File: src/rtl/rr_pkg.sv
// Shared constants and helpers for the round-robin dispatcher slice.
package rr_pkg;

    localparam int unsigned DefaultN = 3;
    localparam int unsigned CntW     = 16;

    // Pointer width; at least one bit so N=1 style corner builds stay legal.
    function automatic int unsigned ptr_width(input int unsigned n);
        return (n > 1) ? $clog2(n) : 1;
    endfunction

endpackage

File: src/rtl/rr_dispatch_slot.sv
// One-entry registered output slot for a single dispatcher channel.
module rr_dispatch_slot #(
    parameter int unsigned DW = 8
) (
    input  logic          clk,
    input  logic          asrst_n,
    input  logic          load,
    input  logic [DW-1:0] din,
    input  logic          rdy,
    output logic          vld,
    output logic [DW-1:0] dout,
    output logic          free
);

    logic          vld_q;
    logic          vld_d;
    logic [DW-1:0] data_q;
    logic [DW-1:0] data_d;

    // A load wins over a same-cycle drain so the slot stays occupied.
    always_comb begin
        vld_d  = vld_q;
        data_d = data_q;
        if (load) begin
            vld_d  = 1'b1;
            data_d = din;
        end else if (vld_q && rdy) begin
            vld_d = 1'b0;
        end
    end

    always_ff @(posedge clk or negedge asrst_n) begin
        if (!asrst_n) begin
            vld_q  <= 1'b0;
            data_q <= '0;
        end else begin
            vld_q  <= vld_d;
            data_q <= data_d;
        end
    end

    assign vld  = vld_q;
    assign dout = data_q;
    assign free = !vld_q || rdy;

endmodule

File: src/rtl/rr_dispatcher.sv
// Round-robin dispatcher: one valid/ready input spread over N registered output slots.
// Define RR_DISPATCHER_CNT_EN to add per-channel accept counters on o_cnt.
module rr_dispatcher
    import rr_pkg::*;
#(
    parameter int unsigned DW = 8,
    parameter int unsigned N  = DefaultN
) (
    input  logic            clk,
    input  logic            asrst_n,
    input  logic            en,
    input  logic            in_vld,
    input  logic [DW-1:0]   in_data,
    output logic            in_rdy,
    output logic [N-1:0]    out_vld,
    output logic [N*DW-1:0] out_data,
    input  logic [N-1:0]    out_rdy,
    output logic [N-1:0]    o_sel
`ifdef RR_DISPATCHER_CNT_EN
    ,
    output logic [N*CntW-1:0] o_cnt
`endif
);

    localparam int unsigned PW = ptr_width(N);

    logic [PW-1:0] last_ptr_q;
    logic [PW-1:0] last_ptr_d;
    logic [N-1:0]  free;
    logic [N-1:0]  sel_oh;
    logic [PW-1:0] sel_idx;
    logic [PW-1:0] cand;
    logic          found;
    logic          accept;

    // First free channel, searching from last_ptr+1 and wrapping modulo N.
    always_comb begin
        found   = 1'b0;
        sel_idx = '0;
        sel_oh  = '0;
        cand    = '0;
        for (int unsigned i = 1; i <= N; i++) begin
            cand = PW'((32'(last_ptr_q) + i) % N);
            if (!found && free[cand]) begin
                found   = 1'b1;
                sel_idx = cand;
            end
        end
        if (found) begin
            sel_oh[sel_idx] = 1'b1;
        end
    end

    // Reset gating keeps the combinational handshake quiet while slots are held empty.
    assign in_rdy = asrst_n && en && found;
    assign accept = in_vld && in_rdy;
    assign o_sel  = accept ? sel_oh : '0;

    always_comb begin
        last_ptr_d = last_ptr_q;
        if (accept) begin
            last_ptr_d = sel_idx;
        end
    end

    always_ff @(posedge clk or negedge asrst_n) begin
        if (!asrst_n) begin
            last_ptr_q <= PW'(N - 1);
        end else begin
            last_ptr_q <= last_ptr_d;
        end
    end

    for (genvar k = 0; k < N; k++) begin : g_slot
        rr_dispatch_slot #(
            .DW (DW)
        ) u_slot (
            .clk     (clk),
            .asrst_n (asrst_n),
            .load    (o_sel[k]),
            .din     (in_data),
            .rdy     (out_rdy[k]),
            .vld     (out_vld[k]),
            .dout    (out_data[k*DW +: DW]),
            .free    (free[k])
        );
    end

`ifdef RR_DISPATCHER_CNT_EN
    logic [N-1:0][CntW-1:0] cnt_q;
    logic [N-1:0][CntW-1:0] cnt_d;

    always_comb begin
        cnt_d = cnt_q;
        for (int unsigned k = 0; k < N; k++) begin
            if (o_sel[k]) begin
                cnt_d[k] = cnt_q[k] + CntW'(1);
            end
        end
    end

    always_ff @(posedge clk or negedge asrst_n) begin
        if (!asrst_n) begin
            cnt_q <= '0;
        end else begin
            cnt_q <= cnt_d;
        end
    end

    assign o_cnt = cnt_q;
`endif

    a_sel_onehot0 : assert property (@(posedge clk) disable iff (!asrst_n) $onehot0(o_sel));
    a_accept_sel : assert property (@(posedge clk) disable iff (!asrst_n)
        accept |-> $onehot(o_sel));
    a_ptr_range : assert property (@(posedge clk) disable iff (!asrst_n)
        32'(last_ptr_q) < N);

endmodule

File: config.mk
export PLATFORM = sky130hd
export DESIGN_NAME = rr_dispatcher
export DESIGN_NICKNAME = d
export VERILOG_FILES = /design/src/rtl/rr_pkg.sv /design/src/rtl/rr_dispatch_slot.sv /design/src/rtl/rr_dispatcher.sv
export SDC_FILE = /design/constraint.sdc
export NUM_CORES = 1
export LEC_CHECK = 0
export CORE_UTILIZATION = 41
export CTS_CLUSTER_DIAMETER = 60
export DETAILED_ROUTE_END_ITERATION = 7
export GPL_TIMING_DRIVEN = 0
export PLACE_DENSITY = 0.75
export SYNTH_ARGS = -nofsm -noshare
export SYNTH_HDL_FRONTEND = slang
export SYNTH_HIERARCHICAL = 1
export SYNTH_SLANG_ARGS = --single-unit
export TNS_END_PERCENT = 5
File: constraint.sdc
create_clock -name clk -period 2 [get_ports clk]
set_input_delay 0.3 -clock clk [delete_from_list [all_inputs] [get_ports clk]]
set_output_delay 0.3 -clock clk [all_outputs]
set_load 0.05 [all_outputs]
Word level (Yosys, flattened, before mapping)
Index checks and enable logic that the tools add are counted.

word-level totals
  bits of input ports = 15
  output and inout port bits = 31
  bits in registers = 29

cells by class
  $add $sub $neg = 3
  reduce and logical (&&, ||, !) cells = 20
  magnitude comparators = 5
  mux-type cells = 22
  divide/modulo/power cells = 3

operator list
  operator                 number
  $mod A32 B2 Y32 const B  3
  $mux W1                  13
  $lt A2 B3 Y1 const B     4
  $logic_and A1 B1 Y1      9
  $add A2 B2 Y3 const B    2
  $bmux W1 S2              3
  $mux W2                  3
  $mux W3                  2
  $reduce_bool A2 Y1       3
  $logic_not A1 Y1         5
  $add A2 B1 Y3 const B    1
  $logic_or A1 B1 Y1       3
  $demux W1 S2             1
  $ge A2 B1 Y1 const B     1

Longest topological paths before layout
  depth after elaboration = 18
  gate-level depth with buffers = 10
  mapped depth without buffers = 8

Modules after synthesis
Netlist, hierarchy kept.

by module, submodules not included
  module            area each (µm²)  cells an instance  sequential area each (µm²)  times used
  rr_dispatch_slot  369.1            20                 225.2                       3
  rr_dispatcher     326.6            41                 51.3                        1

Worst setup path before layout
No wires, ideal clock.

  path type = reg-to-reg
  start = register g_slot[1].u_slot.vld_q
  end = register g_slot[2].u_slot.data_q[0]
  arrival time = 2.886 ns
  path buffers = 1
  library setup time = 0.125 ns
  data required time = 1.875 ns
  cell stages (with the launch flop) = 9
  setup slack = -1.011 ns
  clock period less this slack = 3.011 ns
  cell sequence = dfrtp_1 -> nand2b_1 -> inv_1 -> o221ai_2 -> nand2_4 -> a221o_1 -> a21oi_1 -> buf_6 -> mux2_4

on the way
  word-level cells in the longest chain between the ends = 17
  elaborated cells on any way between the ends = 27
  classes of those cells = 2 x order compare; 16 x mux; 9 x reduce/logical

RTL lines
  what                                                                RTL line                source
  start: declaration                                                  rr_dispatch_slot.sv:15  logic vld_q;
  start signal: assignment                                            rr_dispatch_slot.sv:37  vld_q <= vld_d;
  $logic_not A1 Y1 *                                                  rr_dispatch_slot.sv:44  assign free = !vld_q || rdy;
  $logic_or A1 B1 Y1 *                                                rr_dispatch_slot.sv:44
  via free[1]                                                         rr_dispatcher.sv:29     logic [N-1:0] free;
  $bmux W1 S2                                                         rr_dispatcher.sv:44     if (!found && free[cand]) begin
  $mux W1 (implied by the code)                                       rr_dispatcher.sv:44
  $mux W1                                                             rr_dispatcher.sv:44
  $logic_not A1 Y1                                                    rr_dispatcher.sv:44
  $logic_and A1 B1 Y1                                                 rr_dispatcher.sv:44
  [... 3 more ...]                                                    --
  $mux W2                                                             rr_dispatcher.sv:44
  $lt A2 B3 Y1 (implied by the code) or $ge A2 B1 Y1 (tied branches)  rr_dispatcher.sv:50     sel_oh[sel_idx] = 1'b1;
  $logic_and A1 B1 Y1 (implied by the code)                           rr_dispatcher.sv:50
  $mux W1 (implied by the code)                                       rr_dispatcher.sv:50
  $demux W1 S2                                                        rr_dispatcher.sv:50
  $mux W3                                                             rr_dispatcher.sv:49     if (found) begin
  $mux W3 *                                                           rr_dispatcher.sv:57     assign o_sel = accept ? sel_oh : '0;
  via o_sel[2]                                                        rr_dispatcher.sv:18     output logic [N-1:0] o_sel
  end signal: assignment                                              rr_dispatch_slot.sv:38  data_q <= data_d;
  end: declaration                                                    rr_dispatch_slot.sv:17  logic [DW-1:0] data_q;

Mark *: on every way through the listed nets, which the timed path passes. The rest lies on a longest branch. The select of a mux whose other input is x is not followed.
A chain may end at the register's enable or synchronous reset.

Final worst setup path
  start = register last_ptr_q[1]
  end = output o_sel[0]

on the way
  word-level cells in the longest chain between the ends = 17
  elaborated cells on any way between the ends = 31
  classes of those cells = 3 x add/sub; 3 x div; 2 x order compare; 16 x mux; 7 x reduce/logical

RTL lines
  what                                                                RTL line             source
  start: declaration                                                  rr_dispatcher.sv:27  logic [PW-1:0] last_ptr_q;
  start signal: assignment                                            rr_dispatcher.sv:68  last_ptr_q <= PW'(N - 1);
  start signal: assignment                                            rr_dispatcher.sv:70  last_ptr_q <= last_ptr_d;
  $add A2 B1 Y3                                                       rr_dispatcher.sv:43  cand = PW'((32'(last_ptr_q) + i) % N);
  $mod A32 B2 Y32                                                     rr_dispatcher.sv:43
  $bmux W1 S2                                                         rr_dispatcher.sv:44
  $mux W1 (implied by the code)                                       rr_dispatcher.sv:44
  $mux W1                                                             rr_dispatcher.sv:44
  $logic_not A1 Y1                                                    rr_dispatcher.sv:44
  $logic_and A1 B1 Y1                                                 rr_dispatcher.sv:44
  $mux W1                                                             rr_dispatcher.sv:44
  $logic_not A1 Y1                                                    rr_dispatcher.sv:44
  $logic_and A1 B1 Y1                                                 rr_dispatcher.sv:44
  $mux W2                                                             rr_dispatcher.sv:44
  $lt A2 B3 Y1 (implied by the code) or $ge A2 B1 Y1 (tied branches)  rr_dispatcher.sv:50
  $logic_and A1 B1 Y1 (implied by the code)                           rr_dispatcher.sv:50
  $mux W1 (implied by the code)                                       rr_dispatcher.sv:50
  $demux W1 S2                                                        rr_dispatcher.sv:50
  $mux W3                                                             rr_dispatcher.sv:49
  $mux W3 *                                                           rr_dispatcher.sv:57
  end: declaration                                                    rr_dispatcher.sv:18

Mark *: on every way between the ends. The rest lies on a longest branch, timed or not. The select of a mux whose other input is x is not followed.

==> run summary <==
The flow ran to the end, but the final reports show violations. Wire segments on met3 add up to 133 um in the final route. The Yosys step of the flow raised 6 warnings.

The number of antenna diodes in the final layout is 0. The run gives -0.489 ns as the smallest setup slack after layout. Synthesis instantiated 25 different standard cells from the library. The maximum clock skew at final layout was 0.00477 ns. The number of hold buffers added after CTS was 0. The run gives 5100 um as the first-pass GRT wire length.

The category of the most critical setup path was reg -> out. The largest buffer count on any clock path came out at 2. The number of enable-type register cells in the synthesized netlist was 0; the final hold violation count was 0. The final critical-path share of the clock period came out at 1.24. The average footprint of a synthesized cell came out at 14.2 um^2. The net switching power came out at 1890 uW. The placed instances occupy a cell area of 2010 um^2.

The cell family contributing the most delay on the critical path is flip-flops. IR analysis of the VDD net gives a maximum drop of 911 uV. The leakage power of the design came out at 0.000992 uW.

For the final routed database, the setup TNS stands at -10.18 ns. Compared with the post-synthesis result, the final layout area differs by 57.0%. The clock transition at the register clock pins on the worst setup and hold paths after CTS is 0.09 ns, and the clock share of power is 0.119.

Setup violations remaining at the end of the flow were counted as 31. The full die area is 3740 um^2. For the pin with the worst max-slew slack, the measured transition is 0.740 ns. By count the netlist is led by 28 x sky130_fd_sc_hd__dfrtp_1, 24 x sky130_fd_sc_hd__mux2_4, 8 x sky130_fd_sc_hd__nand2b_1, 6 x sky130_fd_sc_hd__nand2_1, 5 x sky130_fd_sc_hd__inv_1. Clock tree synthesis selected as its root buffer the cell sky130_fd_sc_hd__clkbuf_4. The die boundary width is 61.1 um. The proportion of synthesized flip-flops having asynchronous set or reset was 1.00. Boundary pin count: 46. Setup repair after global routing could not meet its margin everywhere.

Met1 wire length: 1360 um. The tightest min-delay check is of the in -> async type. Timing would allow up to 402 MHz. The initial core utilization was 0.430. The net switching share of the total power is 0.449. The most common cell in the synthesized netlist is sky130_fd_sc_hd__dfrtp_1.

The run gives 0.507 as the tightest slew margin relative to the limit. For the fill cell instance count of the final layout, the log shows 239. Synthesis produced 101 cells.

After layout, the minimum clock period comes to 2.49 ns. The number of slew-limit violations in the final report was 0; the wire length on met2 was 1790 um. The worst setup path is launched from a flop.

The run gives 2250 um^2 as the post-route cell area. Routability-driven placement finished with a final weighted congestion of 0.865. The routed layout has 1,022 vias. The logs give 0.507 for the sequential share of the synthesized area and 3340 um^2 for the core area.

For the worst setup path, the data required time is 1.70 ns. The share of Yosys cell area claimed by the top area cell type works out to 0.489. The detail route stage leaves a number of antenna-violating nets equal to 0. Routed signal wires occupy layers up through met4. The logs give 119 for the post-synthesis net count and 2.19 ns for the arrival time of the worst setup path. The final reports fail on negative setup slack. The run gives 0 as the number of remaining DRC errors.

Number of buffers and inverters on the critical path: 2. For the number of H-tree levels, the log shows 2. After the first detailed-routing iteration, the DRC count stood at 38. The CTS buffer count is 5, and the aggregate global-route resource usage is 0.195.

The logic gate share of total power came out at 0.632. Summed over all layers, the routed wires come to 3310 um. Before antenna repair, the detailed router went through 4 iterations. In this run the core area contains 21 standard-cell rows. The internal power was 2320 uW.

The signal on the critical path passes through inv_2, ha_4, a22o_1, a211o_1, nand2_4, o21ai_1, and3b_2, buf_8. The number of antenna violations at the first check in global routing is 0. In this run the vertical extent of the chip is 61.1 um. The part of the total power dissipated in sequential elements is 0.249.

In the post-synthesis netlist, the biggest area contributors are sky130_fd_sc_hd__dfrtp_1 49%, sky130_fd_sc_hd__mux2_4 25%, sky130_fd_sc_hd__nand2b_1 3.5%. The area taken by multi-input logic gates is 761 um^2, and the register bit total from synthesis is 29. After layout, the design draws a total of 4210 uW. The leftover overflow at the end of global routing was 0. Dividing the detail-routed wire length by the instance count gives 16.1 um.

For this run, the slowest stage of the critical path takes 0.58 ns. TritonCTS built the clock tree. For the number of global-route vias before repair, the log shows 1,087. Largest area contributor in the synthesized netlist: sky130_fd_sc_hd__dfrtp_1.

The clock net in this run drives a total of 29 sinks. Clock latency on the worst-skew pair, taken at its later pin, is 0.33 ns. Using the TritonRoute via totals, the vias-per-cell ratio works out to 4.96. The run gives 0.675 as the share of the core filled with cells in the final layout.

The post-detailed-placement half-perimeter wirelength came out at 2310 um. The run gives 177 as the net total in the final layout. The share of post-route cells with drive strength above 1 is 0.450, and the count of max-cap constraint violations is 0. The smallest hold slack was 0.113 ns. Most instantiated flip-flop cell in the synthesis netlist: sky130_fd_sc_hd__dfrtp_1.

The power density over cell area came out at 1870 nW/um^2. The largest individual stage delay along the critical path comes from the cell sky130_fd_sc_hd__dfstp_2. STA classifies the critical path endpoint as an output pin. In this run the worst path has a maximum fanout of 7.

The worst reg2reg path depth was 10. The run gives 32 as the maximum number of pins on one net before global-route repair. The count of buffers added on input and output ports is 45. The count of cell instances traversed by the critical path was 8; the total area of sequential cells was 732 um^2. In this run the cell area of the synthesized design comes to 1430 um^2.
==> cell families (layout without fill, tap and decap cells) <==
family,Yosys count,after routing,share of synthesized area
flip-flops,29,29,0.507
adder cells (fa/ha/maj),3,3,0.0262
AO/OA/AOI/OAI,18,18,0.0986
AND/OR/NAND/NOR,17,17,0.0681
buffers and inverters,9,68,0.0419
multiplexers,25,25,0.258
==> worst reg2reg max path, stage by stage (launching register included) <==
cell and delay [ns]:
sky130_fd_sc_hd__dfstp_2 0.58, sky130_fd_sc_hd__inv_2 0.06, sky130_fd_sc_hd__ha_4 0.18, sky130_fd_sc_hd__a22o_1 0.21, sky130_fd_sc_hd__a211o_1 0.26, sky130_fd_sc_hd__nand2_4 0.12
sky130_fd_sc_hd__a221o_1 0.23, sky130_fd_sc_hd__a21oi_4 0.05, sky130_fd_sc_hd__buf_4 0.14, sky130_fd_sc_hd__buf_12 0.14, sky130_fd_sc_hd__mux2_4 0.30
==> area by class of cell <==
| type | instances | share of cell area |
|---|---|---|
| Buffer | 4 | 0.0311 |
| Clock buffer | 7 | 0.0245 |
| Clock inverter | 1 | 0.0133 |
| Inverter | 5 | 0.00834 |
| Multi-Input combinational cell | 63 | 0.338 |
| Sequential cell | 29 | 0.325 |
| Tap cell | 46 | 0.0256 |
| Timing Repair Buffer | 51 | 0.234 |
==> path summary, 6_finish.rpt <==
path	from	to	slack [ns]
max reg2reg	last_ptr_q[1]	g_slot[2].u_slot/dout[3]	-0.38
max in group asynchronous	asrst_n	last_ptr_q[0]	1.37
min	asrst_n	g_slot[2].u_slot/dout[2]	0.11
min in group clk	g_slot[2].u_slot/dout[5]	g_slot[2].u_slot/dout[5]	0.52
min reg2reg	g_slot[2].u_slot/dout[5]	g_slot[2].u_slot/dout[5]	0.52
max	last_ptr_q[1]	o_sel[0]	-0.49
==> power groups by stage <==
| stage | combinational [uW] | clock, uW | sequential, uW |
|---|---|---|---|
| finish | 2670 | 500 | 1050 |
| global placement | 2410 | 0 | 1030 |
| detailed placement | 2450 | 0 | 1050 |
| global route | 2780 | 536 | 1090 |
| floorplan | 877 | 0 | 1910 |
| CTS | 2520 | 508 | 1050 |
==> layer usage <==
metal,vias up,global-route usage
met2,25,0.339
met4,0,0.0584
li1,474,-
met3,4,0.0630
met1,519,0.229
met5,-,0
==> flip-flops by register name, summed over array words and instances (netlist names) <==
| name | count |
|---|---|
| g_slot.u_slot/dout | 24 |
| g_slot.u_slot/vld | 3 |
| last_ptr_q | 2 |
==> stage by stage <==
step	setup WS (ns)	std cells
2_1_floorplan	-0.389	101
3_3_place_gp	-1.63	192
3_5_place_dp	-1.73	192
4_1_cts	-0.484	203
5_1_grt	-0.566	206
6_report	-0.489	206
==> layout by cell type, fill, tap and decap left out, drive strengths merged <==
cell type,count
a211o,2
a21boi,1
a21o,1
a21oi,5
a221o,1
a22o,1
and3b,1
buf,12
bufinv,1
clkbuf,8
clkdlybuf4s15,2
clkdlybuf4s50,40
dfrtp,28
dfstp,1
ha,3
inv,5
mux2,24
mux2i,1
nand2,7
nand2b,8
nand3,1
o21a,2
o21ai,1
o221ai,1
o22a,2
o32ai,1
==> what timing repair did <==
| item | in CTS | in global routing |
|---|---|---|
| resized for setup | 38 | 7 |
| pin swaps | 2 | 6 |
| buffers inserted | 3 | 2 |
| setup endpoints to repair | 33 | 31 |
| gates cloned | 0 | 1 |
Power figures use the tool's default switching activity.
